[config.mk]
export PLATFORM = sky130hd
export DESIGN_NAME = layer_1_5_multiply_flat
export DESIGN_NICKNAME = d
export VERILOG_FILES = /design/src/rtl/layer_1_5_multiply_pkg.sv /design/src/rtl/layer_1_5_multiply_if.sv /design/src/rtl/layer_1_5_multiply_lane.sv /design/src/rtl/layer_1_5_multiply.sv /design/src/flat_wrapper.sv
export SDC_FILE = /design/constraint.sdc
export NUM_CORES = 1
export LEC_CHECK = 0
export CORE_UTILIZATION = 57
export CTS_BUF_LIST = sky130_fd_sc_hd__clkbuf_8
export DETAILED_ROUTE_END_ITERATION = 8
export HOLD_SLACK_MARGIN = 0.05
export PLACE_DENSITY = 0.84
export SLEW_MARGIN = 15
export SYNTH_ARGS = -nofsm -noshare
export SYNTH_HDL_FRONTEND = slang
export SYNTH_SLANG_ARGS = --single-unit
[constraint.sdc]
create_clock -name clk -period 4 [get_ports clk]
set_clock_uncertainty 0.2 [all_clocks]
set_input_delay 0.8 -clock clk [delete_from_list [all_inputs] [get_ports clk]]
set_output_delay 0.8 -clock clk [all_outputs]
set_load 0.01 [all_outputs]
[src/rtl/layer_1_5_multiply_pkg.sv]
// Shared widths and lane count for the layer-1 five-lane masked multiply-accumulate.
// Contents: default weight width, integer bits, accumulator width, lane count.
// Imported by the interface, the lane sub-module and the top level.
package layer_1_5_multiply_pkg;
  localparam int WEIGHT_SIZE = 8;   // signed weight width
  localparam int SIGN_BITS   = 4;   // integer bits of a weight, sign included
  localparam int ACC_SIZE    = 16;  // signed accumulator / output width
  localparam int NUM_LANES   = 5;   // neurons handled by one instance
endpackage

[src/rtl/layer_1_5_multiply_if.sv]
// Bus bundle between the layer-1 controller and one five-lane multiply-accumulate block.
// master: drives weights, mask, load, accumulate; samples sums and accumulate_signal.
// slave : the accumulate block, consuming the controls and driving the registered sums.
interface layer_1_5_multiply_if
  import layer_1_5_multiply_pkg::*;
#(
  parameter int SIZE        = WEIGHT_SIZE,
  parameter int OUTPUT_SIZE = ACC_SIZE
);
  logic signed [SIZE-1:0]        vector_input_1;
  logic signed [SIZE-1:0]        vector_input_2;
  logic signed [SIZE-1:0]        vector_input_3;
  logic signed [SIZE-1:0]        vector_input_4;
  logic signed [SIZE-1:0]        vector_input_5;
  logic                          mask_input;
  logic                          load;
  logic                          accumulate;
  logic signed [OUTPUT_SIZE-1:0] accumulate_1;
  logic signed [OUTPUT_SIZE-1:0] accumulate_2;
  logic signed [OUTPUT_SIZE-1:0] accumulate_3;
  logic signed [OUTPUT_SIZE-1:0] accumulate_4;
  logic signed [OUTPUT_SIZE-1:0] accumulate_5;
  logic                          accumulate_signal;

  modport master (
    output vector_input_1, vector_input_2, vector_input_3, vector_input_4, vector_input_5,
    output mask_input, load, accumulate,
    input  accumulate_1, accumulate_2, accumulate_3, accumulate_4, accumulate_5,
    input  accumulate_signal
  );

  modport slave (
    input  vector_input_1, vector_input_2, vector_input_3, vector_input_4, vector_input_5,
    input  mask_input, load, accumulate,
    output accumulate_1, accumulate_2, accumulate_3, accumulate_4, accumulate_5,
    output accumulate_signal
  );
endinterface

[src/rtl/layer_1_5_multiply_lane.sv]
// One lane: registers the masked, sign-extended weight, then adds it into a running sum.
// Ports: clk/reset, weight_i, mask_i, load_i, shared stage_valid_i/stage_first_i, acc_o.
// Latency: weight sampled at edge k is in acc_o after edge k+1; no backpressure.
module masked_accumulate_lane
  import layer_1_5_multiply_pkg::*;
#(
  parameter int SIZE        = WEIGHT_SIZE,
  parameter int OUTPUT_SIZE = ACC_SIZE
) (
  input  logic                          clk,
  input  logic                          reset,
  input  logic signed [SIZE-1:0]        weight_i,
  input  logic                          mask_i,
  input  logic                          load_i,
  input  logic                          stage_valid_i,
  input  logic                          stage_first_i,
  output logic signed [OUTPUT_SIZE-1:0] acc_o
);
  logic signed [OUTPUT_SIZE-1:0] prod_q, prod_d;
  logic signed [OUTPUT_SIZE-1:0] acc_q, acc_d;

  always_comb begin
    // A mask bit of 1 passes the weight; the signed cast sign-extends it.
    prod_d = '0;
    if (load_i && mask_i) prod_d = OUTPUT_SIZE'(weight_i);

    // First product of a run replaces the old sum instead of adding to it.
    acc_d = acc_q;
    if (stage_valid_i) acc_d = (stage_first_i ? '0 : acc_q) + prod_q;
  end

  always_ff @(posedge clk or negedge reset) begin
    if (!reset) begin
      prod_q <= '0;
      acc_q  <= '0;
    end else begin
      prod_q <= prod_d;
      acc_q  <= acc_d;
    end
  end

  assign acc_o = acc_q;
endmodule

[src/rtl/layer_1_5_multiply.sv]
// Five-lane bit-serial masked multiply-accumulate for layer 1 (one shared pixel bit per cycle).
// Ports: clk, reset (async active-low), bus (slave modport: weights, mask, load, accumulate, sums).
// Latency: two stages, inputs at edge k land in the sums after edge k+1; no backpressure.
module layer_1_5_multiply
  import layer_1_5_multiply_pkg::*;
#(
  parameter int SIZE          = WEIGHT_SIZE,
  parameter int SIGN_BIT_SIZE = SIGN_BITS,
  parameter int OUTPUT_SIZE   = ACC_SIZE
) (
  input logic                 clk,
  input logic                 reset,
  layer_1_5_multiply_if.slave bus
);
  // Widths must leave room for sign extension and a non-negative fraction part.
  if (OUTPUT_SIZE < SIZE || SIGN_BIT_SIZE > SIZE) begin : g_bad_widths
    $error("layer_1_5_multiply: inconsistent width parameters");
  end

  logic stage_valid_q, stage_valid_d;
  logic stage_first_q, stage_first_d;
  logic acc_signal_q,  acc_signal_d;

  logic signed [SIZE-1:0]        weight [NUM_LANES];
  logic signed [OUTPUT_SIZE-1:0] acc    [NUM_LANES];

  assign weight[0] = bus.vector_input_1;
  assign weight[1] = bus.vector_input_2;
  assign weight[2] = bus.vector_input_3;
  assign weight[3] = bus.vector_input_4;
  assign weight[4] = bus.vector_input_5;

  always_comb begin
    stage_valid_d = bus.accumulate;
    // Rising edge of accumulate (relative to the stage register) opens a new run.
    stage_first_d = bus.accumulate & ~stage_valid_q;
    acc_signal_d  = stage_valid_q;
  end

  always_ff @(posedge clk or negedge reset) begin
    if (!reset) begin
      stage_valid_q <= 1'b0;
      stage_first_q <= 1'b0;
      acc_signal_q  <= 1'b0;
    end else begin
      stage_valid_q <= stage_valid_d;
      stage_first_q <= stage_first_d;
      acc_signal_q  <= acc_signal_d;
    end
  end

  for (genvar g = 0; g < NUM_LANES; g++) begin : g_lane
    masked_accumulate_lane #(
      .SIZE        (SIZE),
      .OUTPUT_SIZE (OUTPUT_SIZE)
    ) u_lane (
      .clk           (clk),
      .reset         (reset),
      .weight_i      (weight[g]),
      .mask_i        (bus.mask_input),
      .load_i        (bus.load),
      .stage_valid_i (stage_valid_q),
      .stage_first_i (stage_first_q),
      .acc_o         (acc[g])
    );
  end

  assign bus.accumulate_1      = acc[0];
  assign bus.accumulate_2      = acc[1];
  assign bus.accumulate_3      = acc[2];
  assign bus.accumulate_4      = acc[3];
  assign bus.accumulate_5      = acc[4];
  assign bus.accumulate_signal = acc_signal_q;
endmodule

[src/flat_wrapper.sv]
// flat-port wrapper written by rule: the top's interface ports become plain ports
module layer_1_5_multiply_flat import layer_1_5_multiply_pkg::*;
#(
  parameter int SIZE          = WEIGHT_SIZE,
  parameter int SIGN_BIT_SIZE = SIGN_BITS,
  parameter int OUTPUT_SIZE   = ACC_SIZE
)
  (clk, reset, bus_vector_input_1, bus_vector_input_2, bus_vector_input_3, bus_vector_input_4, bus_vector_input_5, bus_mask_input, bus_load, bus_accumulate, bus_accumulate_1, bus_accumulate_2, bus_accumulate_3, bus_accumulate_4, bus_accumulate_5, bus_accumulate_signal);
  layer_1_5_multiply_if #(.SIZE(SIZE), .OUTPUT_SIZE(OUTPUT_SIZE)) bus_i ();
  input logic clk;
  input logic reset;
  input wire logic [$bits(bus_i.vector_input_1)-1:0] bus_vector_input_1;
  input wire logic [$bits(bus_i.vector_input_2)-1:0] bus_vector_input_2;
  input wire logic [$bits(bus_i.vector_input_3)-1:0] bus_vector_input_3;
  input wire logic [$bits(bus_i.vector_input_4)-1:0] bus_vector_input_4;
  input wire logic [$bits(bus_i.vector_input_5)-1:0] bus_vector_input_5;
  input wire logic [$bits(bus_i.mask_input)-1:0] bus_mask_input;
  input wire logic [$bits(bus_i.load)-1:0] bus_load;
  input wire logic [$bits(bus_i.accumulate)-1:0] bus_accumulate;
  output wire logic [$bits(bus_i.accumulate_1)-1:0] bus_accumulate_1;
  output wire logic [$bits(bus_i.accumulate_2)-1:0] bus_accumulate_2;
  output wire logic [$bits(bus_i.accumulate_3)-1:0] bus_accumulate_3;
  output wire logic [$bits(bus_i.accumulate_4)-1:0] bus_accumulate_4;
  output wire logic [$bits(bus_i.accumulate_5)-1:0] bus_accumulate_5;
  output wire logic [$bits(bus_i.accumulate_signal)-1:0] bus_accumulate_signal;
  assign bus_i.vector_input_1 = bus_vector_input_1;
  assign bus_i.vector_input_2 = bus_vector_input_2;
  assign bus_i.vector_input_3 = bus_vector_input_3;
  assign bus_i.vector_input_4 = bus_vector_input_4;
  assign bus_i.vector_input_5 = bus_vector_input_5;
  assign bus_i.mask_input = bus_mask_input;
  assign bus_i.load = bus_load;
  assign bus_i.accumulate = bus_accumulate;
  assign bus_accumulate_1 = bus_i.accumulate_1;
  assign bus_accumulate_2 = bus_i.accumulate_2;
  assign bus_accumulate_3 = bus_i.accumulate_3;
  assign bus_accumulate_4 = bus_i.accumulate_4;
  assign bus_accumulate_5 = bus_i.accumulate_5;
  assign bus_accumulate_signal = bus_i.accumulate_signal;
  layer_1_5_multiply #(.SIZE(SIZE), .SIGN_BIT_SIZE(SIGN_BIT_SIZE), .OUTPUT_SIZE(OUTPUT_SIZE)) u_core (.clk(clk), .reset(reset), .bus(bus_i));
endmodule
After elaboration in Yosys (flattened, before gate mapping)
Index checks and enable logic that the tools add are counted.
Storage, ports and cells
  logic and storage cells: 31
  output and inout port bits: 81
  latch bits: 0
  register bits: 163
  RAM bits: 0
  memories kept: 0
  bits of input ports: 45
  bits in read-only memories: 0
Cells by class
  muxes and demuxes: 10
  order comparisons: 0
  reduce and logical (&&, ||, !) cells: 1
  bitwise logic cells: 2
  shift operators: 0
  eq/ne operators: 0
  add/subtract/negate cells: 5
  $mul: 0
  div/mod/pow operators: 0
Operators with widths (count)
  $mux 16: 10
  $add 16x16->16: 5
  $and 1x1->1: 1
  $logic_and 1x1->1: 1
  $not 1->1: 1

Longest topological paths before layout
Gate-level depths: netlist of run 1.
  word-level depth: 2
  depth in mapped cells: 12
  depth with buffers taken out: 10

Cells and area by module
A second synthesis of run 1 with hierarchy kept.
Second synthesis, totals
  cell total of the unflattened synthesis: 782
  area, all modules: 8202.9 um2
Modules (own cells, without submodules)
  masked_accumulate_lane (u_core.g_lane[3].u_lane ...): sequential area each 600.6 um2, area an instance 1635.3 um2, times used 2, cells each 159
  masked_accumulate_lane (u_core.g_lane[1].u_lane ...): sequential area each 600.6 um2, area an instance 1564.0 um2, times used 2, cells each 146
  masked_accumulate_lane (u_core.g_lane[0].u_lane): sequential area each 600.6 um2, area an instance 1715.4 um2, times used 1, cells each 168
  layer_1_5_multiply: sequential area each 75.1 um2, area an instance 88.8 um2, times used 1, cells each 4

Least setup slack after synthesis of run 1
No wires, ideal clock.
  path type: reg2reg
  start point: register u_core.stage_first_q
  end point: register u_core.g_lane[3].u_lane.acc_q[14]
  path buffers: 2
  period minus slack after synthesis: 3.537 ns
  cell stages (with the launch flop): 13
  slack: 0.463 ns
  data required time: 3.675 ns
  data arrival time: 3.212 ns
  setup time: 0.125 ns
  path through: dfrtp_1 > clkbuf_1 > clkbuf_1 > nor2b_1 > ha_1 > fa_1 > a21oi_2 > o21ai_2 > o41a_1 > a221o_2 > a311oi_2 > xnor2_1 > mux2_4
On the way
  cells in the longest elaborated chain, start to end: 2
Ends and longest elaborated chain
  start: declaration: line layer_1_5_multiply.sv:21  | logic stage_first_q, stage_first_d;
  start signal: assignment: line layer_1_5_multiply.sv:47  | stage_first_q <= stage_first_d;
  $mux 16: line layer_1_5_multiply_lane.sv:29  | if (stage_valid_i) acc_d = (stage_first_i ? '0 : acc_q) + prod_q;
  $add 16x16->16: line layer_1_5_multiply_lane.sv:29
  end signal: assignment: line layer_1_5_multiply_lane.sv:35  | acc_q <= '0;
  end signal: assignment: line layer_1_5_multiply_lane.sv:38  | acc_q <= acc_d;
  end: declaration: line layer_1_5_multiply_lane.sv:20  | logic signed [OUTPUT_SIZE-1:0] acc_q, acc_d;
Every way passes these cells.
A chain may end at the register's enable or synchronous reset.

Worst setup path after layout of run 1
Ends and elaborated chain as after synthesis.

==> flow_summary.yaml, run 1 <==
floorplanning:
  start_util: 0.594
  io-pin-count: 126
  die_w_um: 123
  dieArea_sq_um: 15200
  core-area_sq_um: 14100
  rows: 43
  fp.dieH_um: 123
critical_path:
  critPathLaunchType: "register"
  r2r-start: "u_core.stage_first_q$_DFF_PN0_"
  rr_worst_depth: 11
  r2r_slack_ns: 0.53
  crit_type: "reg2reg"
  cp_data_arrival_time_ns: 3.60
  worst_r2r_endpoint: "u_core.g_lane[3].u_lane.acc_o[14]$_DFFE_PN0P_"
  cp-end-kind: "register"
  crit_path_start: "u_core.stage_first_q$_DFF_PN0_"
  worst-path-max-fanout: 37
  crit_required_ns: 4.13
synthesis:
  ys_async_sr_fraction: 1.00
  syn_nets: 987
  syn_inst: 862
  synth_area_sq_um: 8370
  avgSynthCellArea_sq_um: 9.71
  yosysWarnings: 0
  synth_cell_type_count: 64
  synth_edf_count: 0
  ys.flop_type: "dfrtp_1"
  ys_seq_elements: 123
  yosysSeqAreaShare: 0.368
routing:
  wl_per_cell_um: 16.3
  num_vias: 6921
  dr.pass1.iters: 4
  wl_um: 19200
  drc: 0
  first_iter_violations: 436
  vias_per_cell: 5.88
  final_antenna_net_count: 0
clocking:
  clock_path_buffers: 2
  post_cts_buffers: 0
  cts_buffers: 17
  clkLatencyLatePin_ns: 0.45
  cts-htree-levels: 4
  cts_resized: 0
  cts_tree: "built"
  clk_pin_slew_worst_paths_ns: 0.07
  clock_sinks: 123
  root_buffer: "clkbuf_8"
  cts_hold_buffers: 0
placement:
  dp_slack_ns: 0.632
  dp_hpwl_um: 13500
  gp_congestion: 0.944
  io_buffers: 125
timing:
  fin_setup_tns_ns: 0
  rsz0062_at_grt: "no"
  worst_slew_pin_slew_ns: 0.795
  finalWorstSetupSlack_ns: 0.535
  hold_violations: 0
  slew_headroom: 0.470
  period_minus_slack_ns: 3.47
  timing.final.crit_share: 0.866
  finalMaxSlewViolations: 0
  fmax_mhz: 289
  finalSetupViolCount: 0
cells_and_area:
  num-fill-cells: 1074
  final_common_cell: "clkdlybuf4s50_1"
  layout.nets: 1109
  drive_gt1_frac: 0.106
  antenna_cells: 0
  final_cell_mix: "clkdlybuf4s50_1, dfrtp_1, nor2b_1"
  area_growth_pct: 22.8
  fin_util: 0.729
global_routing:
  antenna_found_initial: 0
  grt_usage: 0.273
  grt_pass1_wl_um: 32300
  grt_pass1_vias: 6956
  gr-total-overflow: 0
  grt_start_max_net_pins: 63
min_path:
  hp-class: "in2async"
pwr:
  finalPower_mw: 5.79
  p_leak_nw: 4.98
  ir_drop_uv: 359
  p_per_area_nw_per_um2: 563
flow_run:
  max_cap_viol_count: 0
status:
  status: "finished, final reports clean"
## layout make-up
cell class                      count  area, sq um  share of cell area
Clock inverter                     13          198              0.0192
Multi-Input combinational cell    681         5070               0.494
Timing Repair Buffer              136         1340               0.131
Tap cell                          180          225              0.0219
Sequential cell                   123         3080               0.300
Inverter                           25         93.8             0.00913
Clock buffer                       19          262              0.0254
## synthesized netlist by cell type, drive strengths merged, types with 3 or more instances
library cell | number | share of area
nor3b | 5 | 0.0051
nor4 | 6 | 0.0045
o31ai | 5 | 0.0045
nand3 | 12 | 0.0072
and3 | 45 | 0.034
o21bai | 8 | 0.0072
a22oi | 4 | 0.0036
a211o | 6 | 0.0063
a21o | 32 | 0.029
xor2 | 14 | 0.015
nor2b | 82 | 0.061
a311oi | 3 | 0.0039
ha | 75 | 0.11
o21ai | 39 | 0.024
o21a | 14 | 0.013
nor3 | 10 | 0.0060
or4b | 3 | 0.0036
nand4b | 5 | 0.0052
o211ai | 10 | 0.0090
inv | 25 | 0.011
a21oi | 57 | 0.035
clkbuf | 30 | 0.013
dfrtp | 123 | 0.37
nand2 | 32 | 0.014
o2bb2ai | 3 | 0.0031
mux2i | 3 | 0.0036
a21boi | 4 | 0.0036
mux2 | 49 | 0.066
a31oi | 12 | 0.0090
o22ai | 6 | 0.0045
or3 | 7 | 0.0052
nor2 | 50 | 0.022
buf | 3 | 0.0013
nand4 | 6 | 0.0045
nand2b | 4 | 0.0030
fa | 5 | 0.012
a211oi | 12 | 0.011
xnor2 | 31 | 0.032
## critical path: stages, from the launching register on
cell      delay, ns
dfrtp_2        0.60
buf_12         0.27
buf_4          0.27
nor2b_1        0.08
ha_1           0.33
nand2_1        0.09
o21ai_2        0.07
o41a_1         0.34
a221o_2        0.39
a311oi_2       0.31
xnor2_1        0.12
mux2_4         0.27
## stage by stage
stage | hold WS [ns] | area (sq um) | std cells
after floorplan | 0.241 | 8370 | 862
after global placement | 0.290 | 9820 | 1145
after detailed placement | 0.292 | 9820 | 1145
after CTS | 0.252 | 10300 | 1177
after global routing | 0.266 | 10300 | 1177
final | 0.235 | 10300 | 1177
## how the worst max path moves through the flow
| stage | cells after the start | endpoint | slack, ns |
|---|---|---|---|
| after floorplan | 12 | u_core.g_lane[3].u_lane.acc_o[14]$_DFFE_PN0P_ | 0.46 |
| after global placement | 11 | u_core.g_lane[4].u_lane.acc_o[12]$_DFFE_PN0P_ | 0.69 |
| after detailed placement | 11 | u_core.g_lane[3].u_lane.acc_o[15]$_DFFE_PN0P_ | 0.63 |
| after CTS | 11 | u_core.g_lane[3].u_lane.acc_o[14]$_DFFE_PN0P_ | 0.53 |
| after global routing | 11 | u_core.g_lane[4].u_lane.acc_o[9]$_DFFE_PN0P_ | 0.34 |
| final | 11 | u_core.g_lane[3].u_lane.acc_o[14]$_DFFE_PN0P_ | 0.53 |
## power by group
group          internal (mW)  total, mW  switching [mW]  leakage (nW)
Combinational           1.45       2.63            1.18          3.19
Sequential              1.59       1.89           0.297          1.56
Clock                  0.768       1.28           0.507         0.233
## layer usage
metal | vias to the layer above | track usage | share of wire
met1 | 3332 | 0.338 | 0.45
met3 | 23 | 0.0581 | 0.034
met5 | - | 0 | 0
met2 | 156 | 0.470 | 0.49
li1 | 3410 | - | -
met4 | 0 | 0.0986 | 0.020
## cells by family (layout without fill, tap and decap cells)
family | after synthesis | after routing | share of synthesized area
mux | 52 | 52 | 0.0700
simple gates | 276 | 276 | 0.185
buf+inv | 58 | 193 | 0.0260
flops | 123 | 123 | 0.368
xor+xnor | 45 | 45 | 0.0471
fa+ha+maj | 80 | 80 | 0.124
compound gates | 228 | 228 | 0.180
## state kept, by name, indices dropped and copies added, names as in the netlist
| signal | cells |
|---|---|
| u_core.g_lane.u_lane.acc_o | 80 |
| u_core.stage_first_q | 1 |
| u_core.bus.accumulate_signal | 1 |
| u_core.g_lane.u_lane.prod_q | 40 |
| u_core.acc_signal_d | 1 |
Note: power is estimated with default switching activity, not from simulation.
==> inputs of run 2 (changes only) <==
- SLEW_MARGIN: 15 -> 5
==> results of run 2 <==
Same layout as run 1: the final DEF is identical, and so are final timing and power.
==> inputs of run 3 (changes only) <==
- GPL_ROUTABILITY_DRIVEN: not set -> 0
- PLACE_DENSITY: 0.84 -> not set
- PLACE_DENSITY_LB_ADDON: not set -> 0.1
==> flow_summary.yaml, run 3 (synthesized netlist as in run 1, its figures left out) <==
routing:
  first_iter_violations: 507
  vias_per_cell: 5.94
  drc: 0
  wl_per_cell_um: 16.8
  wl_um: 19700
  final_antenna_net_count: 0
  dr.pass1.iters: 7
  num_vias: 6974
global_routing:
  gr-total-overflow: 0
  grt_pass1_vias: 6985
  grt_usage: 0.275
  antenna_found_initial: 0
  grt_start_max_net_pins: 77
  grt_pass1_wl_um: 32700
pwr:
  pwr-share-seq: 0.336
  power.internal_mw: 3.64
  clkPwrFrac: 0.197
  p_leak_nw: 4.94
  combPwrFrac: 0.468
  p_per_area_nw_per_um2: 553
  p_switching_mw: 2.01
  switching_share: 0.356
  ir_drop_uv: 334
clocking:
  clock_path_buffers: 2
  cts-htree-levels: 4
  clock_sinks: 123
  cts_tree: "built"
  cts_hold_buffers: 0
  clk_pin_slew_worst_paths_ns: 0.07
  cts_resized: 0
  post_cts_buffers: 0
  clkLatencyLatePin_ns: 0.45
  root_buffer: "clkbuf_8"
  cts_buffers: 17
timing:
  timing.final.crit_share: 0.860
  fmax_mhz: 291
  fin_setup_tns_ns: 0
  worst_slew_pin_slew_ns: 0.978
  hold_slack_ns: 0.303
  rsz0062_at_grt: "no"
  period_minus_slack_ns: 3.44
  finalMaxSlewViolations: 0
  hold_violations: 0
  slew_headroom: 0.348
  finalSetupViolCount: 0
  finalWorstSetupSlack_ns: 0.561
cells_and_area:
  fin_cells: 1174
  final_common_cell: "clkdlybuf4s50_1"
  area_growth_pct: 22.0
  final_cell_mix: "clkdlybuf4s50_1, dfrtp_1, nor2b_1"
  drive_gt1_frac: 0.104
  fin_util: 0.724
  layout.nets: 1106
  antenna_cells: 0
  largest_register_ffs: 80
critical_path:
  cp-end-kind: "register"
  crit_type: "reg2reg"
  crit_top_cell: "a21oi_1"
  critical_path.max_stage_delay_ns: 0.51
  crit_slowest_cell: "dfrtp_2"
  r2r_slack_ns: 0.56
  worst_r2r_endpoint: "u_core.g_lane[2].u_lane.acc_o[14]$_DFFE_PN0P_"
  rr_worst_depth: 11
  worst-path-max-fanout: 48
  r2r-start: "u_core.stage_first_q$_DFF_PN0_"
  crit_required_ns: 4.13
  cp_data_arrival_time_ns: 3.57
  crit_chain: "buf_12, nor2b_1, ha_1, fa_1, a21oi_1, o211ai_1, a21oi_1, o21ai_0, a221oi_1, xnor2_1, mux2_2"
  critPathLaunchType: "register"
placement:
  dp_slack_ns: 0.607
  placed_cells: 1142
  io_buffers: 125
  dp_hpwl_um: 13900
floorplanning:
  rows: 43
  core-area_sq_um: 14100
  fp.dieH_um: 123
  dieArea_sq_um: 15200
  start_util: 0.594
  io-pin-count: 126
  die_w_um: 123
status:
  status: "finished, final reports clean"
flow_run:
  max_cap_viol_count: 0
min_path:
  hp-class: "in2async"
-- run 3: cell count changes in the layout (fill, tap and decap cells not counted) --
cell	delta
buf_12	+1
clkbuf_8	+1
buf_4	-4
clkinvlp_4	+2
bufinv_16	-3
-- run 3: per-layer routing --
metal	vias to the layer above	global-route usage	share of wire	routed length [um]
met3	29	0.0429	0.039	770
li1	3401	-	-	-
met1	3376	0.358	0.45	8840
met5	-	0	0	0
met4	0	0.115	0.020	386
met2	168	0.454	0.49	9690
-- run 3: layout make-up --
class	instances	area, sq um
inverter	25	93.8
tap	180	225
fill	1036	3890
multi-input combinational	681	5070
clock inverter	12	123
clock buffer	20	275
timing repair buffer	133	1330
sequential	123	3080
-- run 3: power groups by stage --
stage          sequential, mW  clock (mW)  combinational, mW
2_1_floorplan            1.98           0               1.46
3_3_place_gp             1.89           0               2.54
3_5_place_dp             1.91           0               2.63
4_1_cts                  1.89        1.13               2.65
5_1_grt                  1.94        1.19               2.89
6_report                 1.89        1.11               2.64
-- run 3: metrics by stage --
stage	cell area, sq um	power (mW)
floorplan	8370	3.44
global placement	9810	4.43
detailed placement	9810	4.54
CTS	10200	5.67
global route	10200	6.01
finish	10200	5.64
-- run 3: worst max path at each step --
stage                     slack [ns]                           start                                       endpoint
after floorplan                 0.46  u_core.stage_first_q$_DFF_PN0_  u_core.g_lane[3].u_lane.acc_o[14]$_DFFE_PN0P_
after global placement          0.80  u_core.stage_first_q$_DFF_PN0_  u_core.g_lane[2].u_lane.acc_o[14]$_DFFE_PN0P_
after detailed placement        0.61  u_core.stage_first_q$_DFF_PN0_  u_core.g_lane[2].u_lane.acc_o[14]$_DFFE_PN0P_
after CTS                       0.59  u_core.stage_first_q$_DFF_PN0_  u_core.g_lane[2].u_lane.acc_o[14]$_DFFE_PN0P_
after global routing            0.38  u_core.stage_first_q$_DFF_PN0_  u_core.g_lane[2].u_lane.acc_o[14]$_DFFE_PN0P_
final                           0.56  u_core.stage_first_q$_DFF_PN0_  u_core.g_lane[2].u_lane.acc_o[14]$_DFFE_PN0P_
-- run 3: worst max-delay path, delay by kind of cell, from the launching register on --
| family | cells | cell delay, ns |
|---|---|---|
| adder cells (fa/ha/maj) | 2 | 0.65 |
| AO/OA/AOI/OAI | 5 | 1.23 |
| buffers and inverters | 1 | 0.26 |
| multiplexers | 1 | 0.26 |
| XOR/XNOR | 1 | 0.10 |
| flip-flops | 1 | 0.51 |
| AND/OR/NAND/NOR | 1 | 0.08 |
